## config.mk

```make
export PLATFORM = sky130hd
export DESIGN_NAME = jtag_tap_ctrl
export DESIGN_NICKNAME = d
export VERILOG_FILES = /design/src/rtl/jtag_pkg.sv /design/src/rtl/jtag_tap_fsm.sv /design/src/rtl/jtag_tap_ctrl.sv
export SDC_FILE = /design/constraint.sdc
export NUM_CORES = 1
export LEC_CHECK = 0
export BUFFER_PORTS_ARGS = -buffer_cell sky130_fd_sc_hd__buf_4
export CORE_MARGIN = 3
export CORE_UTILIZATION = 37
export DETAILED_ROUTE_END_ITERATION = 8
export PLACE_DENSITY = 0.58
export RECOVER_POWER = 50
export SYNTH_ARGS = -nofsm -noshare
export SYNTH_HDL_FRONTEND = slang
export SYNTH_SLANG_ARGS = --single-unit
```

## constraint.sdc

```tcl
create_clock -name tck_i -period 1.8 [get_ports tck_i]
set_input_delay 0.18 -clock tck_i [delete_from_list [all_inputs] [get_ports tck_i]]
set_output_delay 0.18 -clock tck_i [all_outputs]
set_load 0.05 [all_outputs]
```

## src/rtl/jtag_pkg.sv

```systemverilog
// jtag_pkg: shared TAP state encoding, opcodes and IR constants
package jtag_pkg;
    localparam int IR_LEN = 4;

    typedef enum logic [3:0] {
        TAP_EXIT2_DR         = 4'h0,
        TAP_EXIT1_DR         = 4'h1,
        TAP_SHIFT_DR         = 4'h2,
        TAP_PAUSE_DR         = 4'h3,
        TAP_SELECT_IR        = 4'h4,
        TAP_UPDATE_DR        = 4'h5,
        TAP_CAPTURE_DR       = 4'h6,
        TAP_SELECT_DR        = 4'h7,
        TAP_EXIT2_IR         = 4'h8,
        TAP_EXIT1_IR         = 4'h9,
        TAP_SHIFT_IR         = 4'hA,
        TAP_PAUSE_IR         = 4'hB,
        TAP_RUN_TEST_IDLE    = 4'hC,
        TAP_UPDATE_IR        = 4'hD,
        TAP_CAPTURE_IR       = 4'hE,
        TAP_TEST_LOGIC_RESET = 4'hF
    } tap_state_t;

    localparam logic [IR_LEN-1:0] IR_CAPTURE        = 4'b0101;
    localparam logic [IR_LEN-1:0] OP_EXTEST         = 4'h0;
    localparam logic [IR_LEN-1:0] OP_SAMPLE_PRELOAD = 4'h1;
    localparam logic [IR_LEN-1:0] OP_IDCODE         = 4'h2;
    localparam logic [IR_LEN-1:0] OP_MBIST          = 4'h3;
    localparam logic [IR_LEN-1:0] OP_DEBUG          = 4'h8;
    localparam logic [IR_LEN-1:0] OP_BYPASS         = 4'hF;
endpackage

```

## src/rtl/jtag_tap_fsm.sv

```systemverilog
// jtag_tap_fsm: 16-state TAP state machine with DR strobe decode
module jtag_tap_fsm (
    input  logic       tck_i,
    input  logic       trst_i,
    input  logic       tms_i,
    output logic [3:0] tap_state_o,
    output logic       test_logic_reset_o,
    output logic       capture_dr_o,
    output logic       shift_dr_o,
    output logic       pause_dr_o,
    output logic       update_dr_o
);
    import jtag_pkg::*;

    tap_state_t r_state;
    tap_state_t w_next;

    // state register, async reset forces TEST_LOGIC_RESET
    always_ff @(posedge tck_i or posedge trst_i) begin
        if (trst_i) r_state <= TAP_TEST_LOGIC_RESET;
        else        r_state <= w_next;
    end

    // standard TMS-driven transitions
    always_comb begin
        w_next = TAP_TEST_LOGIC_RESET;
        case (r_state)
            TAP_TEST_LOGIC_RESET: w_next = tms_i ? TAP_TEST_LOGIC_RESET : TAP_RUN_TEST_IDLE;
            TAP_RUN_TEST_IDLE:    w_next = tms_i ? TAP_SELECT_DR  : TAP_RUN_TEST_IDLE;
            TAP_SELECT_DR:        w_next = tms_i ? TAP_SELECT_IR  : TAP_CAPTURE_DR;
            TAP_CAPTURE_DR:       w_next = tms_i ? TAP_EXIT1_DR   : TAP_SHIFT_DR;
            TAP_SHIFT_DR:         w_next = tms_i ? TAP_EXIT1_DR   : TAP_SHIFT_DR;
            TAP_EXIT1_DR:         w_next = tms_i ? TAP_UPDATE_DR  : TAP_PAUSE_DR;
            TAP_PAUSE_DR:         w_next = tms_i ? TAP_EXIT2_DR   : TAP_PAUSE_DR;
            TAP_EXIT2_DR:         w_next = tms_i ? TAP_UPDATE_DR  : TAP_SHIFT_DR;
            TAP_UPDATE_DR:        w_next = tms_i ? TAP_SELECT_DR  : TAP_RUN_TEST_IDLE;
            TAP_SELECT_IR:        w_next = tms_i ? TAP_TEST_LOGIC_RESET : TAP_CAPTURE_IR;
            TAP_CAPTURE_IR:       w_next = tms_i ? TAP_EXIT1_IR   : TAP_SHIFT_IR;
            TAP_SHIFT_IR:         w_next = tms_i ? TAP_EXIT1_IR   : TAP_SHIFT_IR;
            TAP_EXIT1_IR:         w_next = tms_i ? TAP_UPDATE_IR  : TAP_PAUSE_IR;
            TAP_PAUSE_IR:         w_next = tms_i ? TAP_EXIT2_IR   : TAP_PAUSE_IR;
            TAP_EXIT2_IR:         w_next = tms_i ? TAP_UPDATE_IR  : TAP_SHIFT_IR;
            TAP_UPDATE_IR:        w_next = tms_i ? TAP_SELECT_DR  : TAP_RUN_TEST_IDLE;
            default:              w_next = TAP_TEST_LOGIC_RESET;
        endcase
    end

    // strobes are unregistered decodes of the current state
    always_comb begin
        tap_state_o        = r_state;
        test_logic_reset_o = r_state == TAP_TEST_LOGIC_RESET;
        capture_dr_o       = r_state == TAP_CAPTURE_DR;
        shift_dr_o         = r_state == TAP_SHIFT_DR;
        pause_dr_o         = r_state == TAP_PAUSE_DR;
        update_dr_o        = r_state == TAP_UPDATE_DR;
    end
endmodule

```

## src/rtl/jtag_tap_ctrl.sv

```systemverilog
// jtag_tap_ctrl: TAP controller with IR, IDCODE, BYPASS and TDO mux
module jtag_tap_ctrl #(
    parameter int          IR_LEN     = 4,
    parameter logic [31:0] IDCODE_VAL = 32'h1180_0001
) (
    input  logic       tck_i,
    input  logic       trst_i,
    input  logic       tms_i,
    input  logic       tdi_i,
    input  logic       debug_tdi_i,
    input  logic       bs_chain_tdi_i,
    input  logic       mbist_tdi_i,
    output logic       test_logic_reset_o,
    output logic       capture_dr_o,
    output logic       shift_dr_o,
    output logic       pause_dr_o,
    output logic       update_dr_o,
    output logic       extest_select_o,
    output logic       sample_preload_select_o,
    output logic       mbist_select_o,
    output logic       debug_select_o,
    output logic       idcode_select_o,
    output logic       bypass_select_o,
    output logic       tdo_o,
    output logic       tdo_oe_o,
    output logic [3:0] tap_state_o
);
    import jtag_pkg::*;

    logic [3:0]        w_state;
    logic [IR_LEN-1:0] r_ir;
    logic [IR_LEN-1:0] r_ir_shift;
    logic [31:0]       r_idcode;
    logic              r_bypass;
    logic              w_shift_ir;
    logic              w_shift_dr;
    logic              w_capture_dr;
    logic              w_tdo_mux;

    jtag_tap_fsm u_fsm (
        .tck_i              (tck_i),
        .trst_i             (trst_i),
        .tms_i              (tms_i),
        .tap_state_o        (w_state),
        .test_logic_reset_o (test_logic_reset_o),
        .capture_dr_o       (w_capture_dr),
        .shift_dr_o         (w_shift_dr),
        .pause_dr_o         (pause_dr_o),
        .update_dr_o        (update_dr_o)
    );

    assign tap_state_o  = w_state;
    assign capture_dr_o = w_capture_dr;
    assign shift_dr_o   = w_shift_dr;
    assign w_shift_ir   = w_state == TAP_SHIFT_IR;

    // instruction shift register: capture pattern, then shift right from tdi
    always_ff @(posedge tck_i or posedge trst_i) begin
        if (trst_i)                         r_ir_shift <= '0;
        else if (w_state == TAP_CAPTURE_IR) r_ir_shift <= IR_CAPTURE;
        else if (w_shift_ir)                r_ir_shift <= {tdi_i, r_ir_shift[IR_LEN-1:1]};
    end

    // active instruction: IDCODE while in reset, loaded on UPDATE_IR exit
    always_ff @(posedge tck_i or posedge trst_i) begin
        if (trst_i)                               r_ir <= OP_IDCODE;
        else if (w_state == TAP_TEST_LOGIC_RESET) r_ir <= OP_IDCODE;
        else if (w_state == TAP_UPDATE_IR)        r_ir <= r_ir_shift;
    end

    // one-hot select decode; unknown opcodes fall through to BYPASS
    always_comb begin
        extest_select_o         = r_ir == OP_EXTEST;
        sample_preload_select_o = r_ir == OP_SAMPLE_PRELOAD;
        idcode_select_o         = r_ir == OP_IDCODE;
        mbist_select_o          = r_ir == OP_MBIST;
        debug_select_o          = r_ir == OP_DEBUG;
        bypass_select_o         = ~(extest_select_o | sample_preload_select_o | idcode_select_o
                                    | mbist_select_o | debug_select_o);
    end

    // IDCODE data register: reload on capture, shift LSB-first
    always_ff @(posedge tck_i or posedge trst_i) begin
        if (trst_i)                                 r_idcode <= IDCODE_VAL;
        else if (w_capture_dr && idcode_select_o)   r_idcode <= IDCODE_VAL;
        else if (w_shift_dr && idcode_select_o)     r_idcode <= {tdi_i, r_idcode[31:1]};
    end

    // single-bit BYPASS register
    always_ff @(posedge tck_i or posedge trst_i) begin
        if (trst_i)                               r_bypass <= 1'b0;
        else if (w_capture_dr && bypass_select_o) r_bypass <= 1'b0;
        else if (w_shift_dr && bypass_select_o)   r_bypass <= tdi_i;
    end

    // serial return selection by state and active instruction
    always_comb begin
        w_tdo_mux = w_shift_ir ? r_ir_shift[0] :
                    !w_shift_dr ? 1'b0 :
                    idcode_select_o ? r_idcode[0] :
                    bypass_select_o ? r_bypass :
                    (extest_select_o | sample_preload_select_o) ? bs_chain_tdi_i :
                    mbist_select_o ? mbist_tdi_i :
                    debug_select_o ? debug_tdi_i : 1'b0;
    end

    // TDO launches on the falling edge so it is stable at the next rising edge
    always_ff @(negedge tck_i or posedge trst_i) begin
        if (trst_i) begin
            tdo_o    <= 1'b0;
            tdo_oe_o <= 1'b0;
        end else begin
            tdo_o    <= w_tdo_mux;
            tdo_oe_o <= w_shift_ir | w_shift_dr;
        end
    end
endmodule
```

; Word-level counts from Yosys, hierarchy flattened
; Cells that the tools add are included.
[word_totals]
register_bits = 47
latch_bits = 0
mem_bits_rw = 0
mem_bits_ro = 0
out_inout_bits = 17
elab_cells = 73
n_memories = 0
[classes]
addsub = 0
multipliers = 0
div = 0
n_lt_le_gt_ge = 0
n_eq_ne = 19
n_shift = 0
mux = 28
bitwise_logic = 6
reduce_logical = 13
[ops]
columns = op, n
row1 = $mux W32, 2
row2 = $pmux W4 S12, 1
row3 = $eq A4 B4 Y1 const B, 9
row4 = $mux W4, 5
row5 = $eq A4 B2 Y1 const B, 4
row6 = $eq A4 B3 Y1 const B, 4
row7 = $mux W2, 6
row8 = $mux W3, 4
row9 = $mux W1, 10
row10 = $eq A4 B1 Y1 const B, 2
row11 = $logic_not A4 Y1, 2
row12 = $reduce_bool A2 Y1, 4
row13 = $or A1 B1 Y1, 5
row14 = $logic_and A1 B1 Y1, 4
row15 = $reduce_or A2 Y1, 2
row16 = $reduce_or A3 Y1, 1
row17 = $not A1 Y1, 1

; Longest topological paths before layout
[depth]
depth_word = 9
mapped_depth = 6
depth_no_buf = 4

; By module
; A second synthesis with hierarchy kept.
[unflattened]
cells_unflattened = 234
area_unflattened_um2 = 2314.7
[modules_own_cells]
columns = module, n_inst, cells_per_inst, area_per_inst_um2, seq_area_each_um2
row1 = jtag_tap_ctrl, 1, 205, 2069.5, 1082.3
row2 = jtag_tap_fsm, 1, 29, 245.2, 105.1

==> reports/summary.txt <==
Worst slew margin: 30.1%
Initial antenna violation count: 0
Post-synth cell types: 34
Seq/Total Area, Yosys: 52.4%
Slew @ Worst Pin: 1.05 ns
Fin. max-slew vios: 0
Largest area contributor in the netlist: dfrtp_1
Final Hold Vio Count: 0
Non-Filler Instances: 352
Asr flop ratio synth: 100%
FP Rows: 27
Worst-Skew Late Latency: 0.30 ns
Area delta synth->final: 25.8%
Max clock buf depth: 2
Slowest cell on the critical path: dfrtp_1
Port Buf Inserts: 23
Die width: 84.3 µm
Area of the multi-input gates: 1060 µm²
Nets@finish: 286
RSZ-0062 raised after global routing: true
# IOs: 24
WHS: 0.0978 ns
Status: finished with violations
Synth top area share: 39.8%
Worst setup EP type: flop
Placer congestion estimate: 0.742
Number of synthesized register bits: 47
Final setup fails: 34
FILL cells: 544
Largest net degree at the start of global routing: 44
Dpl hpwl: 2950 µm
Via density: 4.77
Avg Synthesized Cell Area: 9.40 µm²
Commonest cells in the netlist: nand2_1, dfrtp_1, o21ai_2
Core box area: 5710 µm²
Max Cap Viol: 0
GRT overflow: 0
Placed Cells: 336
DRC: 0
Largest cells by area after synthesis: dfrtp_1, nand2_1, o21ai_2
Cell family with most CP delay: flip-flops
Vias in the first global route: 1531
Synth warn: 0
CTS root buf: clkbuf_8
Clock Pin Slew Worst Setup and Hold Paths: 0.08 ns
Routed len/inst: 12.3 µm
Die Ht: 84.3 µm
First-pass GRT wire length: 7430 µm
FF+latch area: 1190 µm²
CP max stage delay: 0.40 ns
Layout cells sized above 1: 47.9%
Total power: 4560 µW
Worst EP arrival: 1.35 ns
Min-Delay Path Class: in -> reg
Initial Util: 39.7%
Static leakage: 0.00126 µW
CTS Sinks: 47
CTS tree: done
Crit path kind: reg -> reg
Setup ws final: -0.310 ns
Die footprint: 7100 µm²
Maximum fanout along the worst path: 2
CP Buf/Inv Count: 0
Startpoint Class: flop
Total GRT Usage: 12.8%
CP Cell Sequence: mux2_4 -> o22a_1 -> a21oi_2 -> o21ai_1
VDD IR max: 0.00102 V
CP required: 1.04 ns
Failing checks: negative setup slack
Drt first pass iters: 4
Syn nets: 248
Starting DRT DRC Count: 84
WL final: 4340 µm
N_diodes: 0
Top_reg_cell synth: dfrtp_1
Power Dens Cells: 1600 nW/µm²
Setup Skew: 0.0127 ns
CTS Buf Count: 5
Netlist Area Pre-Place: 2270 µm²
Top-count cell post-synth: nand2_1
Cells after Synth: 241
Final antenna-violating net count: 0
Post-synth EDFFs: 0
Vias: 1678
H-tree depth: 2
## state kept, by name, summed over array words and instances (netlist names)
signal,flops
r_idcode,32
r_ir,4
r_ir_shift,4
u_fsm.tap_state_o,4
r_bypass,1
tdo_o,1
tdo_oe_o,1
## final cells by class
| cell class | instances | area share (%) |
|---|---|---|
| clock buffers | 7 | 3.03 |
| clock inverters | 1 | 0.307 |
| inverters | 5 | 0.834 |
| multi-input cells | 170 | 37.2 |
| flip-flops and latches | 47 | 41.6 |
| well taps | 72 | 3.16 |
| repair buffers | 50 | 13.8 |
## metrics by stage
stage | worst slack [ns] | instance area [µm²] | setup TNS [ns] | util, %
6_report | -0.310 | 2850 | -1.82 | 49.9
5_1_grt | -0.372 | 2850 | -7.13 | 49.9
4_1_cts | -0.319 | 2800 | -0.593 | 49.0
3_5_place_dp | -0.311 | 2670 | -0.311 | 46.7
3_3_place_gp | -0.328 | 2670 | -0.328 | 46.7
2_1_floorplan | -0.809 | 2410 | -5.01 | -
## worst register-to-register path, delay by kind of cell (launching register included)
family / cells / cell delay (ns)
AO/OA/AOI/OAI: 3 / 0.38
flip-flops: 1 / 0.40
multiplexers: 1 / 0.30
## layer usage
metal,routed length (µm),track usage [%]
met1,2150,18.8
met2,1980,18.7
met3,184,2.85
met4,33,3.95
met5,0,0
## worst paths after layout
path	startpoint	endpoint	slack, ns	cells after the start
worst max-delay path	r_ir[0]	tdo_o	-0.31	4
worst min-delay path	tms_i	u_fsm.tap_state_o[3]	0.1	2
worst max register to register	r_ir[0]	tdo_o	-0.31	4
worst min register to register	r_idcode[28]	r_idcode[28]	0.47	2
max in group asynchronous	trst_i	r_idcode[1]	0.18	4
min in group asynchronous	trst_i	u_fsm.tap_state_o[2]	0.58	3
## where the power goes
group	internal, µW	switching [µW]	total (µW)	leakage [µW]
combinational	904	1470	2380	0.000602
sequential	1340	183	1530	0.000614
clock	315	343	658	0.0000484
## placed cells by master (no fill, tap or decap), types with 2 or more instances in the layout
cell and instances:
a21oi_1 2, buf_4 39, buf_6 4, clkbuf_1 2
clkbuf_2 3, clkbuf_8 6, dfrtn_1 2, dfrtp_1 36
dfstp_2 8, inv_1 3, nand2_1 50, nand2_2 28
nand2b_1 2, nand3_1 3, nor2_1 15, nor3_1 2
nor3_4 2, o21ai_0 11, o21ai_1 5, o21ai_2 28
## cells by family (layout without fill, tap and decap cells)
family                 Yosys count  in the layout  share of synthesized area, %
DFF                             47             47                          52.4
buffers and inverters           24             63                          6.74
AOI/OAI and AO/OA               54             54                          17.6
muxes                            2              2                         0.939
and+or+nand+nor                114            114                          22.4
## repair_timing
action / CTS / global route
hold buffers: 1 / 0
buffers inserted: 1 / 6
gates resized for setup: 6 / 7
pin swaps: 1 / 3
endpoints found under the setup margin: 6 / 12
hold endpoints to repair: 2 / 0
gates cloned: 0 / 0
No activity file was read; power rests on OpenSTA's default activity.
